### src/rtl/pipe_stage_reg_if.sv
// Valid/ready handshake bundle used on both sides of pipe_stage_reg.
//   master: drives valid and data, samples ready (producer side)
//   slave : samples valid and data, drives ready (consumer side)
// Signals:
//   valid  producer holds a valid payload
//   ready  consumer can accept; a transfer occurs when valid && ready
//   data   payload, DATA_W bits
interface pipe_stage_reg_if #(
  parameter int unsigned DATA_W = 64
) ();
  logic              valid;
  logic              ready;
  logic [DATA_W-1:0] data;

  modport master (output valid, output data, input ready);
  modport slave  (input valid, input data, output ready);
endinterface

### src/rtl/pipe_stage_reg.sv
// Pipeline stage register with a valid/ready handshake, an optional two-entry skid buffer and
// a synchronous flush that inserts a programmable bubble.
// Parameters:
//   DATA_W      payload width (>= 1)
//   SKID        1: two entries, registered in_ready; 0: one entry, combinational in_ready
//   BUBBLE_VAL  value driven on out_if.data whenever out_if.valid is low
// Ports:
//   clk     clock, all state updates on the rising edge
//   rst     synchronous active-high reset
//   flush   squash all held payloads and any payload accepted this cycle
//   in_if   upstream handshake (slave side)
//   out_if  downstream handshake (master side)
//   level   entries held: 0, 1 or 2 (2 only when SKID = 1)
module pipe_stage_reg #(
  parameter int unsigned       DATA_W     = 64,
  parameter bit                SKID       = 1'b1,
  parameter logic [DATA_W-1:0] BUBBLE_VAL = '0
) (
  input  logic                     clk,
  input  logic                     rst,
  input  logic                     flush,
  pipe_stage_reg_if.slave          in_if,
  pipe_stage_reg_if.master         out_if,
  output logic [1:0]               level
);

  typedef enum logic [1:0] {StEmpty, StBusy, StFull} state_e;

  state_e            state_q, state_d;
  logic [DATA_W-1:0] main_q, main_d;
  logic [DATA_W-1:0] skid_q, skid_d;
  logic              in_ready_q, in_ready_d;

  logic in_acc, out_acc;
  logic out_valid, in_ready;

  assign out_valid = (state_q != StEmpty);

  // With SKID = 0 the stage can only accept when its single entry is leaving or empty.
  assign in_ready = SKID ? in_ready_q : (out_if.ready || !out_valid);

  assign in_acc  = in_if.valid && in_ready;
  assign out_acc = out_valid && out_if.ready;

  assign in_if.ready  = in_ready;
  assign out_if.valid = out_valid;
  assign out_if.data  = out_valid ? main_q : BUBBLE_VAL;

  always_comb begin
    state_d = state_q;
    main_d  = main_q;
    skid_d  = skid_q;

    unique case (state_q)
      StEmpty: begin
        if (in_acc) begin
          main_d  = in_if.data;
          state_d = StBusy;
        end
      end
      StBusy: begin
        if (in_acc && out_acc) begin
          main_d = in_if.data;
        end else if (in_acc) begin
          // Only reachable with SKID = 1; SKID = 0 never accepts while stalled.
          skid_d  = in_if.data;
          state_d = StFull;
        end else if (out_acc) begin
          main_d  = BUBBLE_VAL;
          state_d = StEmpty;
        end
      end
      StFull: begin
        if (out_acc) begin
          main_d  = skid_q;
          skid_d  = '0;
          state_d = StBusy;
        end
      end
      default: begin
        main_d  = BUBBLE_VAL;
        skid_d  = '0;
        state_d = StEmpty;
      end
    endcase

    // Flush wins over the handshake; an out_acc this cycle has already completed downstream.
    if (flush) begin
      state_d = StEmpty;
      main_d  = BUBBLE_VAL;
      skid_d  = '0;
    end

    in_ready_d = (state_d != StFull);
  end

  always_comb begin
    level = 2'd0;
    unique case (state_q)
      StEmpty: level = 2'd0;
      StBusy:  level = 2'd1;
      StFull:  level = 2'd2;
      default: level = 2'd0;
    endcase
  end

  always_ff @(posedge clk) begin
    if (rst) begin
      state_q    <= StEmpty;
      main_q     <= BUBBLE_VAL;
      skid_q     <= '0;
      in_ready_q <= 1'b1;
    end else begin
      state_q    <= state_d;
      main_q     <= main_d;
      skid_q     <= skid_d;
      in_ready_q <= in_ready_d;
    end
  end

endmodule

### src/flat_wrapper.sv
// flat-port wrapper written by rule: the top's interface ports become plain ports
module pipe_stage_reg_flat 
#(
  parameter int unsigned       DATA_W     = 64,
  parameter bit                SKID       = 1'b1,
  parameter logic [DATA_W-1:0] BUBBLE_VAL = '0
)
  (clk, rst, flush, level, in_if_valid, in_if_data, in_if_ready, out_if_valid, out_if_data, out_if_ready);
  pipe_stage_reg_if #(.DATA_W(DATA_W)) in_if_i ();
  pipe_stage_reg_if #(.DATA_W(DATA_W)) out_if_i ();
  input  logic clk;
  input  logic rst;
  input  logic flush;
  output logic [1:0] level;
  input wire logic [$bits(in_if_i.valid)-1:0] in_if_valid;
  input wire logic [$bits(in_if_i.data)-1:0] in_if_data;
  output wire logic [$bits(in_if_i.ready)-1:0] in_if_ready;
  output wire logic [$bits(out_if_i.valid)-1:0] out_if_valid;
  output wire logic [$bits(out_if_i.data)-1:0] out_if_data;
  input wire logic [$bits(out_if_i.ready)-1:0] out_if_ready;
  assign in_if_i.valid = in_if_valid;
  assign in_if_i.data = in_if_data;
  assign in_if_ready = in_if_i.ready;
  assign out_if_valid = out_if_i.valid;
  assign out_if_data = out_if_i.data;
  assign out_if_i.ready = out_if_ready;
  pipe_stage_reg #(.DATA_W(DATA_W), .SKID(SKID), .BUBBLE_VAL(BUBBLE_VAL)) u_core (.clk(clk), .rst(rst), .flush(flush), .in_if(in_if_i), .out_if(out_if_i), .level(level));
endmodule
### config.mk
export PLATFORM = sky130hd
export DESIGN_NAME = pipe_stage_reg_flat
export DESIGN_NICKNAME = d
export VERILOG_FILES = /design/src/rtl/pipe_stage_reg_if.sv /design/src/rtl/pipe_stage_reg.sv /design/src/flat_wrapper.sv
export SDC_FILE = /design/constraint.sdc
export NUM_CORES = 1
export LEC_CHECK = 0
export ABC_AREA = 0
export CAP_MARGIN = 15
export CORE_MARGIN = 2
export CORE_UTILIZATION = 35
export DETAILED_ROUTE_END_ITERATION = 8
export PLACE_DENSITY = 0.57
export SLEW_MARGIN = 20
export SYNTH_ARGS = -nofsm -noshare
export SYNTH_HDL_FRONTEND = slang
export SYNTH_SLANG_ARGS = --single-unit
### constraint.sdc
create_clock -name clk -period 4.6 [get_ports clk]
set_input_delay 0.46 -clock clk [delete_from_list [all_inputs] [get_ports clk]]
set_output_delay 0.46 -clock clk [all_outputs]
set_load 0.03 [all_outputs]
==> impl_metrics.ini <==
[status]
status = finished clean

[yosys]
synthTopCellsByCount = 131 x dfxtp_1, 124 x nand2_1, 117 x o21ai_0
yosysMostFrequentCell = dfxtp_1
synth_area_leaders = dfxtp_1 42%, a32o_1 10%, mux2i_1 10%
synth-edff-count = 0
synthFlopType = dfxtp_1
syn_area_um2 = 6290
ys_ff_latch = 131
yosys.area.top_type = dfxtp_1
ys_types = 28
synth.top_cell.area_share_pct = 41.7
synthesis.nets = 814
async_flop_share_pct = 0
yosysWarnings = 0
ys_seq_area_share_pct = 41.7
synthCells = 745
avgSynthCellArea_um2 = 8.45

[global_route]
grt_usage_pct = 18.7
antenna_found_initial = 0
grt_pass1_wl_um = 29400
grt_max_degree = 76
grt_overflow = 0
grt_pass1_vias = 5648

[placed_design]
io_buffers = 136
hpwl_um = 11100
finalWeightedCongestion = 0.765
dpl_worst_slack_ns = 1.66

[pwr]
finalPower_mw = 2.82
power_frac_clock_pct = 47.0
power_switching_mw = 0.674
comb_power_share_pct = 11.2
seq_power_share_pct = 41.8
vdd_drop_max_uv = 269
p_sw_share_pct = 23.9
intPower_mw = 2.14
p_leak_nw = 2.62
power.density_nw_per_um2 = 339

[clock_tree]
clock-sinks = 131
clock-root-buffer = clkbuf_16
cts-hold-fix-buffers = 0
insertion_delay_ns = 0.42
h-tree-depth = 4
cts_buffers = 17
ctsResizeCount = 0
cts_tree = yes
postCtsSetupBuffers = 0
clock_path_buffers = 2
clk_transition_reported_paths_ns = 0.06

[floorplan]
core_um2 = 17800
dieArea_um2 = 19100
initial_utilization_pct = 35.4
io_pins = 137
die-height_um = 138
num_rows = 49
dieWidth_um = 138

[layout]
drive_above_1_share_pct = 5.66
syn_to_final_growth_pct = 31.9
layout.nets = 905
fill_cells = 1690
final_util_pct = 46.7
n_antenna_cell = 0
ff_latch_area_um2 = 2630
multi_input_area_um2 = 3340

[sta]
finalClockSkew_ns = 0.00937
clock.fmax_ghz = 0.306
min_period_over_period_pct = 71.0
hold_viol_final = 0
rsz0062_at_grt = false
tns_ns = 0
setup_ws_ns = 1.34
min_period_ns = 3.26
slew_headroom_pct = 29.2
slew_violations = 0
finalSetupViolCount = 0
worst_pin_slew_ns = 1.06

[drt]
postRouteWirelength_um = 17900
highest_layer = met4
dr_wl_met2_um = 8200
dr_total_vias = 5699
drtIter0Drc = 453
ant_nets = 0
vias_per_cell = 5.29
dr_wl_met3_um = 798
drc = 0
wl_per_cell_um = 16.6
met1_length_um = 8700
first_pass_iters = 5

[min_path]
hold_path_class = flip-flop to flip-flop

[setup_path]
crit_path_end_kind = output port
critPathKind = flip-flop to output port
cp.arrival_ns = 2.80
cp_data_required_time_ns = 4.14
cp-start-kind = flip-flop
crit_fanout = 37

[flow_run]
maxCapViolCount = 0
-- cells in the final DEF, fill, tap and decap left out --
| cell type | Yosys | layout |
|---|---|---|
| and3b_1 | 2 | 2 |
| buf_4 | 0 | 13 |
| clkbuf_16 | 0 | 17 |
| nor2b_1 | 64 | 64 |
| clkbuf_8 | 0 | 4 |
| mux2i_1 | 63 | 63 |
| a21oi_1 | 2 | 2 |
| a22oi_1 | 6 | 6 |
| a21o_1 | 1 | 1 |
| o22ai_4 | 0 | 2 |
| nand3b_1 | 2 | 2 |
| a221o_1 | 1 | 1 |
| clkinv_2 | 0 | 3 |
| nand2b_1 | 3 | 3 |
| dfxtp_1 | 131 | 129 |
| nor3_1 | 1 | 1 |
| and4b_2 | 0 | 1 |
| a32o_1 | 63 | 63 |
| dfxtp_4 | 0 | 1 |
| nor2_4 | 0 | 3 |
| o21ai_1 | 4 | 4 |
| a2111oi_4 | 1 | 1 |
| clkdlybuf4s50_1 | 0 | 136 |
| clkbuf_1 | 45 | 5 |
| bufinv_16 | 0 | 2 |
| nand3_1 | 60 | 60 |
| o21ai_0 | 117 | 117 |
| nand2_1 | 124 | 124 |
| nor2_1 | 12 | 9 |
| o21a_1 | 2 | 2 |
| or2_1 | 1 | 1 |
| a211oi_1 | 1 | 1 |
| inv_1 | 4 | 4 |
| dfxtp_2 | 0 | 1 |
-- layout make-up --
cell class	count	share of cell area, %
sequential	131	31.7
clock buffer	26	6.02
inverter	4	0.181
multi-input combinational	533	40.2
tap	229	3.45
timing repair buffer	149	17.6
clock inverter	5	0.905
-- worst max-delay path: stages, from the launching register on --
cell and delay [ns]:
dfxtp_4 0.49, nor2_4 0.63, buf_4 0.51, nor2b_1 0.12, clkdlybuf4s50_1 0.61
-- flip-flops by register name, summed over array words and instances, names as in the netlist --
signal and cells:
u_core.in_if.ready 1, u_core.skid_q 64, u_core.main_q 64, u_core.state_q 2
-- per-stage QoR --
stage | area, um2 | std cells | hold WS (ns)
2_1_floorplan | 6290 | 745 | 0.430
5_1_grt | 8300 | 1077 | 0.491
4_1_cts | 8300 | 1077 | 0.459
3_5_place_dp | 7720 | 1046 | 0.451
3_3_place_gp | 7720 | 1046 | 0.444
6_report | 8300 | 1077 | 0.458
-- cells by family after synthesis --
group,Yosys count,synth area share [%]
DFF,131,41.7
buffers and inverters,81,6.10
muxes,63,10.0
and+or+nand+nor,270,20.4
AOI/OAI and AO/OA,200,21.8
-- worst paths after layout --
kind | startpoint | to | slack [ns] | cells past startpoint
min | u_core.skid_q[4] | u_core.skid_q[4] | 0.46 | 2
max | u_core.state_q[1] | out_if_data[13] | 1.34 | 4
max reg2reg | u_core.state_q[0] | u_core.main_q[40] | 1.88 | 5
min reg2reg | u_core.skid_q[4] | u_core.skid_q[4] | 0.46 | 2
-- metal layers --
layer / global-route usage (%) / up-vias
met5: 0 / -
met4: 5.48 / 0
met3: 4.61 / 17
met2: 29.8 / 145
met1: 25.2 / 2697
li1: - / 2840
-- power groups by stage --
stage	logic [mW]	clock network, mW	registers (mW)
finish	0.315	1.32	1.18
global route	0.346	1.40	1.18
CTS	0.317	1.36	1.18
detailed placement	0.316	0	1.20
global placement	0.311	0	1.20
floorplan	0.183	0	1.20
(Power assumes the default switching activity.)
